[src/rtl/gate_mix_pkg.sv]
// rtl/gate_mix_pkg.sv - lane width, stage-1 payload struct and the two halves of the 4-bit gate network
package gate_mix_pkg;

  localparam int LANE_W = 4;

  typedef struct packed {
    logic nq;
    logic v;
    logic u;
    logic a2;
    logic t;
    logic m;
  } s1_lane_t;

  // First half of the network: everything up to the cut that S1 registers
  function automatic s1_lane_t lane_s1(input logic [LANE_W-1:0] a, input logic [LANE_W-1:0] b);
    logic p, q, n, e, m, t, u, v;
    s1_lane_t r;
    p = b[3] | a[0];
    q = p & a[1];
    n = ~(b[0] | a[1]);
    e = ~(a[3] ^ b[1]);
    m = ~(b[3] | e);
    t = b[1] & m;
    u = ~(e & (a[3] & b[0]));
    v = ~(n ^ (a[2] & b[2]));
    r.nq = n & q;
    r.v  = v;
    r.u  = u;
    r.a2 = a[2];
    r.t  = t;
    r.m  = m;
    return r;
  endfunction

  function automatic logic [LANE_W-1:0] lane_y(input s1_lane_t s);
    return {~(s.m | s.t), s.a2 ^ s.t, s.v ^ s.u, ~s.nq};
  endfunction

endpackage

[src/rtl/gate_mix_pipe_if.sv]
// rtl/gate_mix_pipe_if.sv - valid/ready input and output channels of gate_mix_pipe
interface gate_mix_pipe_if #(parameter int LANES = 1);
  localparam int W = 4 * LANES;

  logic         in_valid;
  logic         in_ready;
  logic [W-1:0] a;
  logic [W-1:0] b;
  logic         out_valid;
  logic         out_ready;
  logic [W-1:0] y;

  modport master (output in_valid, a, b, out_ready, input in_ready, out_valid, y);
  modport slave  (input in_valid, a, b, out_ready, output in_ready, out_valid, y);
endinterface

[src/rtl/gate_mix_lane.sv]
// rtl/gate_mix_lane.sv - one 4-bit lane: S1 payload register and S2 result register
module gate_mix_lane
  import gate_mix_pkg::*;
(
  input  logic              clk,
  input  logic              rst_n,
  input  logic              s1_load,
  input  logic              s2_load,
  input  logic [LANE_W-1:0] a,
  input  logic [LANE_W-1:0] b,
  output logic [LANE_W-1:0] y
);

  s1_lane_t s1;

  always_ff @(posedge clk or negedge rst_n) begin
    if (!rst_n) begin
      s1 <= '0;
      y  <= '0;
    end else begin
      if (s1_load) s1 <= lane_s1(a, b);
      if (s2_load) y  <= lane_y(s1);
    end
  end

endmodule

[src/rtl/gate_mix_pipe.sv]
// rtl/gate_mix_pipe.sv - LANES-wide 2-stage valid/ready gate-network pipe; GATE_MIX_SIG_EN adds an output signature
module gate_mix_pipe
  import gate_mix_pkg::*;
#(
  parameter int LANES = 1
) (
  input  logic                      clk,
  input  logic                      rst_n,
  gate_mix_pipe_if.slave            bus
`ifdef GATE_MIX_SIG_EN
  ,
  input  logic                      sig_clr,
  output logic [LANE_W*LANES-1:0]   sig
`endif
);

  localparam int W = LANE_W * LANES;

  logic         v1;
  logic         v2;
  logic         s1_en;
  logic         s2_en;
  logic [W-1:0] y_w;

  // A bubble in S2 lets S1 advance even while the sink stalls
  assign s2_en         = ~v2 | bus.out_ready;
  assign s1_en         = ~v1 | s2_en;
  assign bus.in_ready  = s1_en;
  assign bus.out_valid = v2;
  assign bus.y         = y_w;

  always_ff @(posedge clk or negedge rst_n) begin
    if (!rst_n) begin
      v1 <= 1'b0;
      v2 <= 1'b0;
    end else begin
      if (s2_en) v2 <= v1;
      if (s1_en) v1 <= bus.in_valid;
    end
  end

  for (genvar k = 0; k < LANES; k++) begin : g_lane
    gate_mix_lane u_lane (
      .clk     (clk),
      .rst_n   (rst_n),
      .s1_load (s1_en & bus.in_valid),
      .s2_load (s2_en & v1),
      .a       (bus.a[LANE_W*k +: LANE_W]),
      .b       (bus.b[LANE_W*k +: LANE_W]),
      .y       (y_w[LANE_W*k +: LANE_W])
    );
  end

`ifdef GATE_MIX_SIG_EN
  logic out_xfer;
  assign out_xfer = v2 & bus.out_ready;

  always_ff @(posedge clk or negedge rst_n) begin
    if (!rst_n) begin
      sig <= '0;
    end else if (sig_clr) begin
      sig <= '0;
    end else if (out_xfer) begin
      sig <= {sig[W-2:0], sig[W-1]} ^ y_w;
    end
  end
`endif

endmodule

[src/flat_wrapper.sv]
// flat-port wrapper written by rule: the top's interface ports become plain ports
module gate_mix_pipe_flat import gate_mix_pkg::*;
#(
  parameter int LANES = 1
)
  (clk, rst_n, bus_in_valid, bus_a, bus_b, bus_out_ready, bus_in_ready, bus_out_valid, bus_y);
  gate_mix_pipe_if #(.LANES(LANES)) bus_i ();
  input  logic clk;
  input  logic rst_n;
  input wire logic [$bits(bus_i.in_valid)-1:0] bus_in_valid;
  input wire logic [$bits(bus_i.a)-1:0] bus_a;
  input wire logic [$bits(bus_i.b)-1:0] bus_b;
  input wire logic [$bits(bus_i.out_ready)-1:0] bus_out_ready;
  output wire logic [$bits(bus_i.in_ready)-1:0] bus_in_ready;
  output wire logic [$bits(bus_i.out_valid)-1:0] bus_out_valid;
  output wire logic [$bits(bus_i.y)-1:0] bus_y;
  assign bus_i.in_valid = bus_in_valid;
  assign bus_i.a = bus_a;
  assign bus_i.b = bus_b;
  assign bus_i.out_ready = bus_out_ready;
  assign bus_in_ready = bus_i.in_ready;
  assign bus_out_valid = bus_i.out_valid;
  assign bus_y = bus_i.y;
  gate_mix_pipe #(.LANES(LANES)) u_core (.clk(clk), .rst_n(rst_n), .bus(bus_i));
endmodule
[config.mk]
export PLATFORM = sky130hd
export DESIGN_NAME = gate_mix_pipe_flat
export DESIGN_NICKNAME = d
export VERILOG_FILES = /design/src/rtl/gate_mix_pkg.sv /design/src/rtl/gate_mix_pipe_if.sv /design/src/rtl/gate_mix_lane.sv /design/src/rtl/gate_mix_pipe.sv /design/src/flat_wrapper.sv
export SDC_FILE = /design/constraint.sdc
export NUM_CORES = 1
export LEC_CHECK = 0
export CAP_MARGIN = 5
export CELL_PAD_IN_SITES_DETAIL_PLACEMENT = 1
export CELL_PAD_IN_SITES_GLOBAL_PLACEMENT = 2
export CORE_AREA = 2 2 48 50
export CTS_CLUSTER_DIAMETER = 50
export CTS_CLUSTER_SIZE = 16
export DETAILED_ROUTE_END_ITERATION = 8
export DIE_AREA = 0 0 50 52
export HOLD_SLACK_MARGIN = 0.1
export PLACE_DENSITY = 0.72
export SYNTH_ARGS = -nofsm -noshare
export SYNTH_HDL_FRONTEND = slang
export SYNTH_SLANG_ARGS = --single-unit
[constraint.sdc]
create_clock -name clk -period 1.4 [get_ports clk]
set_clock_uncertainty 0.05 [all_clocks]
set_input_delay 0.28 -clock clk [delete_from_list [all_inputs] [get_ports clk]]
set_output_delay 0.28 -clock clk [all_outputs]
set_load 0.01 [all_outputs]
Word level (Yosys, flattened, before mapping)
Cells that the tools add are included.
W data, S select, Z words.
{"block": "op_classes", "bitwise": 27}
{"operator": "$not A1 Y1", "count": 9}
{"operator": "$and A1 B1 Y1", "count": 8}
{"operator": "$or A1 B1 Y1", "count": 6}
{"operator": "$xor A1 B1 Y1", "count": 4}
{"block": "totals", "reg_bits": 12, "input_bits": 12, "output_inout_bits": 6, "wordCells": 36}

Depth between registers and ports, before layout
Gate-level depths: netlist (run 1).
{"block": "depth", "depth_word": 5, "depth_mapped": 3}

Cells and area by module
From an unflattened synthesis (run 1), not the netlist that was laid out.
{"block": "hier_totals", "cells_unflattened": 42, "hier_area_um2": 526.8}
{"module": "gate_mix_lane", "n_inst": 1, "cells_each": 34, "area_each_um2": 422.9, "seq_area_each_um2": 250.2}
{"module": "gate_mix_pipe", "n_inst": 1, "cells_each": 8, "area_each_um2": 103.8, "seq_area_each_um2": 50.0}

Worst setup path after synthesis (run 1)
OpenSTA, ideal clock, no wires.
{"block": "synth_timing", "path_kind": "register to register", "start": "register u_core.v2 (netlist: u_core.bus.out_valid)", "end": "register u_core.g_lane[0].u_lane.s1[0] in the netlist's numbering", "arrival_time_ns": 0.976, "required_time_ns": 1.225, "setup_slack_ns": 0.249, "stages_incl_launch_ff": 4, "n_path_buf": 0, "period_less_slack_ns": 1.151, "cell_sequence": "dfrtp_1 > nand3b_4 > nand2_4 > mux2_4"}
{"block": "synth_via", "elab_chain_cells": 4}
{"item": "from (decl)", "line": "gate_mix_pipe.sv:20", "text": "logic v2;"}
{"item": "from (signal assigned)", "line": "gate_mix_pipe.sv:37", "text": "if (s2_en) v2 <= v1;"}
{"item": "$not A1 Y1", "line": "gate_mix_pipe.sv:26", "text": "assign s2_en = ~v2 | bus.out_ready;"}
{"item": "$or A1 B1 Y1", "line": "gate_mix_pipe.sv:26"}
{"item": "$or A1 B1 Y1", "line": "gate_mix_pipe.sv:27", "text": "assign s1_en = ~v1 | s2_en;"}
{"item": "net bus_in_ready", "line": "flat_wrapper.sv:14", "text": "output wire logic [$bits(bus_i.in_ready)-1:0] bus_in_ready;"}
{"item": "$and A1 B1 Y1", "line": "gate_mix_pipe.sv:46", "text": ".s1_load (s1_en & bus.in_valid),"}
{"item": "to (signal assigned)", "line": "gate_mix_lane.sv:21", "text": "if (s1_load) s1 <= lane_s1(a, b);"}
{"item": "to (decl)", "line": "gate_mix_lane.sv:14", "text": "s1_lane_t s1;"}
The timed path passes the listed nets, and every way through them passes these cells.
A chain may end at the register's enable or synchronous reset.

Worst setup path in the final report (run 1)
{"block": "layout_timing", "start": "input port bus_out_ready", "end": "output port bus_in_ready"}
{"block": "layout_via", "elab_chain_cells": 2}
{"item": "from (decl)", "line": "flat_wrapper.sv:13", "text": "input wire logic [$bits(bus_i.out_ready)-1:0] bus_out_ready;"}
{"item": "$or A1 B1 Y1", "line": "gate_mix_pipe.sv:26"}
{"item": "$or A1 B1 Y1", "line": "gate_mix_pipe.sv:27"}
{"item": "to (decl)", "line": "flat_wrapper.sv:14"}
No other way between the ends.

==> results by group, run 1 <==
Status
  – Outcome: completed

Detailed routing
  – DR iter-0 viols: 0
  – Antenna Nets Post-Route: 0
  – Wire length per cell: 10.2 um
  – Wirelength, routed: 939 um
  – DRT Pass-1 Iters: 1
  – Routed vias/inst: 4.01
  – Vias after detailed routing: 369
  – DRC: 0

Worst setup path
  – Critical path fanouts, max: 2
  – Crit path cell chain: clkdlybuf4s50_1 > nand3b_4 > buf_2
  – Reg2Reg Depth: 5
  – CP Launch Point: bus_out_ready
  – Crit path DAT: 1.00 ns
  – FF-to-FF setup slack: 0.12 ns
  – Crit path largest cell delay: 0.47 ns
  – Startpoint types: input pin
  – Crit Reg-Reg Endpoint: u_core.g_lane[0].u_lane.s1[0]
  – Nature of the critical path endpoint: output pin
  – Worst endpoint required time: 1.07 ns
  – Worst setup endpoint: bus_in_ready
  – Kind of critical path: in -> out
  – Worst R2R Start: u_core.bus.out_valid
  – Slowest cell on crit path: clkdlybuf4s50_1

GRT
  – Initial antenna violation count: 0
  – Largest net degree at the start of global routing: 13
  – Tot GR Track Use: 8.90%
  – First-pass GRT wire length: 1710 um
  – Gr ovfl total: 0
  – Vias in the first global route: 392

Yosys
  – Netlist cell types: 18
  – Synth Instances: 39
  – Post-Synthesis Cell Area: 553 um^2
  – Syn_nets: 51
  – Yosys warns: 0
  – Register area share after synthesis: 54.3%
  – Avg Synthesized Cell Area: 14.2 um^2
  – Register bit count reported by yosys: 12

STA
  – Fmax: 750 MHz
  – Hold Violations, Final: 0
  – Slew Viols, Final: 0
  – Tmin final: 1.33 ns
  – Worst-Margin Slew: 0.178 ns
  – Tcrit/Tclk final: 95.3%
  – Post-route worst setup slack: 0.0659 ns
  – Worst slew margin: 88.1%
  – # setup viols final: 0
  – Unrepaired setup endpoints after global routing: no

Job
  – Max_cap viols: 0

Clocking
  – Hold_buf cts: 0
  – H-tree Lvls: 1
  – CTS tree: yes
  – Num Clock Sinks: 12
  – Num CTS Buffers: 3
  – Root Buffer: clkbuf_4
  – Latest clock arrival within the worst-skew pair: 0.26 ns
  – Reg clk slew, reported paths: 0.08 ns
  – Clock tree buffer depth: 2

Cells and area
  – Layout Nets: 77
  – P&R area growth vs syn: 46.6%
  – Fin area: 811 um^2
  – Fill cell count: 235
  – FF/Latch Area: 300 um^2
  – Layout cell share with drive strength beyond 1: 35.9%
  – Commonest non-fill, non-tap cells in the layout: dfrtp_1 (12), clkdlybuf4s50_1 (10), mux2_4 (5), dlygate4sd2_1 (5), buf_4 (5)
  – Commonest non-fill, non-tap cell in the layout: dfrtp_1
  – Area of the multi-input gates: 249 um^2
  – N_diodes: 0

Worst hold path
  – Worst Hold Class: in -> async

Floorplanning
  – Full die area: 0.00260 mm^2
  – Total core area: 0.00211 mm^2
  – Die H: 52 um
  – Site row count: 17
  – Die W: 50 um
  – Initial Utilization: 26.3%
  – Io pins: 18

Place
  – Routability cong.: 0.620
  – DP HPWL: 760 um
  – # port buffers: 16
  – Area after DPL: 778 um^2
  – Post-Place Worst Slack: -0.347 ns

Pwr
  – Max rail drop VDD: 0.000402 V
  – Pwr/cell area: 1140 mW/mm^2
  – Leakage: 0.376 nW
==> stage by stage <==
stage | instances | TNS (ns) | hold WS, ns | utilization, % | total power [mW]
after floorplan | 39 | 0 | -0.0656 | - | 0.553
after global placement | 87 | -1.73 | 0.379 | 37.0 | 0.683
after detailed placement | 87 | -1.86 | 0.383 | 37.0 | 0.690
after CTS | 92 | 0 | 0.261 | 38.5 | 0.942
after global routing | 92 | 0 | 0.282 | 38.5 | 0.984
final | 92 | 0 | 0.263 | 38.5 | 0.921
==> synthesized netlist by cell type <==
cell | n | area [um^2]
nor2_1 | 3 | 11.3
nand3_1 | 1 | 5.00
or2b_1 | 1 | 7.51
nand3b_4 | 1 | 20.0
mux2_2 | 3 | 33.8
nand2b_1 | 1 | 6.26
or2b_2 | 1 | 8.76
xnor2_1 | 1 | 8.76
inv_1 | 1 | 3.75
and2_2 | 1 | 7.51
xor2_1 | 3 | 26.3
nor3b_1 | 1 | 7.51
mux2i_1 | 1 | 10.0
dfrtp_1 | 12 | 300
nand2_2 | 1 | 6.26
mux2_4 | 5 | 75.1
nand2_1 | 1 | 3.75
nand2_4 | 1 | 11.3
==> cells by family (layout without fill, tap and decap cells) <==
kind of cell | count (synthesis) | after routing | share of synthesized area, %
xor+xnor | 4 | 4 | 6.34
buf+inv | 1 | 26 | 0.678
flops | 12 | 12 | 54.3
simple gates | 13 | 13 | 17.2
mux | 9 | 9 | 21.5
==> timing repair <==
action | in CTS | in global routing
setup buffers | 1 | 0
endpoints found under the setup margin | 6 | 0
resized for setup | 9 | 0
==> routing by layer <==
layer	up-vias	part of all wire [%]	routed length, um	track usage, %
li1	179	-	-	-
met1	175	39	369	9.53
met2	15	52	488	15.6
met3	0	8.6	81	3.16
met4	0	0	0	4.17
met5	-	0	0	0
==> cell type report <==
type / count / area share [%]
clock buffer: 4 / 4.48
inverter: 1 / 0.463
multi-input combinational: 26 / 30.7
sequential: 12 / 37.0
tap: 28 / 4.32
timing repair buffer: 21 / 23.0
==> critical path, delay by kind of cell <==
| kind | cells | cell delay (ns) |
|---|---|---|
| AND/OR/NAND/NOR | 1 | 0.13 |
| buffers and inverters | 2 | 0.60 |
==> worst min path at each step <==
stage | to | slack, ns
finish | u_core.g_lane[0].u_lane.s1[5] | 0.26
global route | u_core.g_lane[0].u_lane.y[0] | 0.28
CTS | u_core.g_lane[0].u_lane.y[2] | 0.26
detailed placement | u_core.g_lane[0].u_lane.y[0] | 0.38
global placement | u_core.g_lane[0].u_lane.y[0] | 0.38
floorplan | u_core.bus.out_valid | -0.07
==> flip-flops by register name (all words and copies together), names as in the netlist <==
name                     cells
u_core.g_lane.u_lane.s1      6
u_core.v1                    1
u_core.bus.out_valid         1
u_core.g_lane.u_lane.y       4
==> where the power goes <==
group	internal, mW	leakage (nW)	total [mW]	switching [mW]
Combinational	0.142	0.218	0.224	0.0819
Clock	0.158	0.0210	0.267	0.109
Sequential	0.399	0.137	0.430	0.0307
Total	0.699	0.376	0.921	0.222
Note: power is estimated with default switching activity, not from simulation.
==> run 2: changes to the inputs <==
--- a/config.mk
+++ b/config.mk
@@ -6,15 +6,13 @@
 export NUM_CORES = 1
 export LEC_CHECK = 0
 export CAP_MARGIN = 5
-export CELL_PAD_IN_SITES_DETAIL_PLACEMENT = 1
-export CELL_PAD_IN_SITES_GLOBAL_PLACEMENT = 2
-export CORE_AREA = 2 2 48 50
+export CORE_AREA = 2 2 40 42
 export CTS_CLUSTER_DIAMETER = 50
 export CTS_CLUSTER_SIZE = 16
 export DETAILED_ROUTE_END_ITERATION = 8
-export DIE_AREA = 0 0 50 52
+export DIE_AREA = 0 0 42 44
 export HOLD_SLACK_MARGIN = 0.1
-export PLACE_DENSITY = 0.72
+export PLACE_DENSITY = 0.7
 export SYNTH_ARGS = -nofsm -noshare
 export SYNTH_HDL_FRONTEND = slang
 export SYNTH_SLANG_ARGS = --single-unit
==> results by group, run 2 (synthesized netlist as in run 1, its figures left out) <==
Worst setup path
  – FF-to-FF setup slack: 0.13 ns
  – Crit Reg-Reg Endpoint: u_core.g_lane[0].u_lane.s1[0]
  – Slowest cell on crit path: clkdlybuf4s50_1
  – Worst endpoint required time: 1.07 ns
  – Crit path DAT: 1.01 ns
  – Startpoint types: input pin
  – Critical path fanouts, max: 2
  – Nature of the critical path endpoint: output pin
  – Worst R2R Start: u_core.bus.out_valid
  – Kind of critical path: in -> out
  – Crit path cell chain: clkdlybuf4s50_1 > nand3b_4 > buf_2
  – Crit path largest cell delay: 0.47 ns
  – Reg2Reg Depth: 5

GRT
  – Largest net degree at the start of global routing: 13
  – Initial antenna violation count: 0
  – Gr ovfl total: 0
  – First-pass GRT wire length: 1500 um
  – Vias in the first global route: 353
  – Tot GR Track Use: 11.7%

Clocking
  – CTS tree: yes
  – Latest clock arrival within the worst-skew pair: 0.26 ns
  – H-tree Lvls: 1
  – Num Clock Sinks: 12
  – Clock tree buffer depth: 2
  – Num CTS Buffers: 3
  – Hold_buf cts: 0
  – Root Buffer: clkbuf_4
  – Reg clk slew, reported paths: 0.07 ns

Floorplanning
  – Site row count: 14
  – Die W: 42 um
  – Io pins: 18
  – Full die area: 0.00185 mm^2
  – Initial Utilization: 39.0%
  – Total core area: 0.00142 mm^2
  – Die H: 44 um

Place
  – Post-Place Worst Slack: -0.344 ns
  – # port buffers: 16
  – Routability cong.: 0.656
  – Placed instance count: 75
  – Area after DPL: 763 um^2
  – DP HPWL: 661 um

STA
  – Tcrit/Tclk final: 95.4%
  – Worst slew margin: 88.2%
  – Tmin final: 1.34 ns
  – Worst-Margin Slew: 0.177 ns
  – Slew Viols, Final: 0
  – Unrepaired setup endpoints after global routing: no
  – # setup viols final: 0
  – Fin Hold WS: 0.258 ns
  – Hold Violations, Final: 0
  – Post-route worst setup slack: 0.0638 ns
  – Fmax: 748 MHz

Cells and area
  – Non-Filler Instances: 79
  – Layout cell share with drive strength beyond 1: 34.9%
  – P&R area growth vs syn: 41.4%
  – Commonest non-fill, non-tap cells in the layout: dfrtp_1 (12), clkdlybuf4s50_1 (10), mux2_4 (5), dlygate4sd2_1 (5), buf_4 (5)
  – Regs by FF count: u_core.g_lane.u_lane.s1 x6, u_core.g_lane.u_lane.y x4
  – N_diodes: 0
  – Commonest non-fill, non-tap cell in the layout: dfrtp_1
  – Final core utilization: 55.1%
  – Fin area: 782 um^2
  – Most flops, register: u_core.g_lane.u_lane.s1
  – Largest register FFs: 6
  – Layout Nets: 77

Worst hold path
  – Worst Hold Class: in -> async

Status
  – Outcome: completed

Pwr
  – Max rail drop VDD: 0.000359 V
  – Leakage: 0.369 nW
  – Pwr/cell area: 1090 mW/mm^2

Detailed routing
  – DRT Pass-1 Iters: 2
  – DRC: 0
  – Antenna Nets Post-Route: 0
  – Vias after detailed routing: 362
  – DR iter-0 viols: 2
  – Routed vias/inst: 4.58
  – Wirelength, routed: 859 um
  – Wire length per cell: 10.9 um

Job
  – Max_cap viols: 0
## run 2: cell types whose count changed in the layout (fill, tap and decap cells not counted), sizes merged
cell | before | now
clkbuf | 4 | 3
## run 2: final cells by class
cell class	instances	area [um^2]
Clock buffer	3	22.5
Fill cell	129	637
Inverter	1	3.75
Multi-Input combinational cell	26	249
Sequential cell	12	300
Tap cell	16	20.0
Timing Repair Buffer	21	186
## run 2: report_power, final
part           switching [mW]  internal [mW]  total, mW
sequential             0.0291          0.399      0.429
clock                   0.105         0.0993      0.204
combinational          0.0804          0.142      0.222
## run 2: worst max-delay path: cells and delay by family
kind	cells	cell delay (ns)
buffers and inverters	2	0.60
and+or+nand+nor	1	0.13
## run 2: how the worst max path moves through the flow
stage | to | cells after the start | startpoint | slack, ns
detailed placement | bus_in_ready | 3 | bus_out_ready | -0.34
CTS | bus_in_ready | 3 | bus_out_ready | 0.06
floorplan | u_core.g_lane[0].u_lane.s1[0] | 3 | u_core.bus.out_valid | 0.25
global route | bus_in_ready | 3 | bus_out_ready | 0.03
global placement | bus_in_ready | 3 | bus_out_ready | -0.34
finish | bus_in_ready | 3 | bus_out_ready | 0.06
## run 2: routing by layer
| metal | GRT usage (%) | part of all wire, % | wire length, um | vias up |
|---|---|---|---|---|
| li1 | - | - | - | 178 |
| met1 | 13.3 | 45 | 384 | 169 |
| met2 | 16.9 | 47 | 405 | 13 |
| met3 | 4.17 | 5.7 | 49 | 2 |
| met4 | 11.6 | 2.2 | 19 | 0 |
| met5 | 0 | 0 | 0 | - |
## run 2: through the flow
stage	setup TNS (ns)	power (mW)
after detailed placement	-1.78	0.687
after floorplan	0	0.553
after CTS	0	0.872
final	0	0.855
after global placement	-1.71	0.681
after global routing	0	0.909
## run 2: timing repair
| action | 4_1_cts | 5_1_grt |
|---|---|---|
| gates resized for setup | 9 | 0 |
| buffers inserted | 1 | 0 |
| endpoints found under the setup margin | 6 | 0 |
| hold endpoints to repair | 0 | 0 |
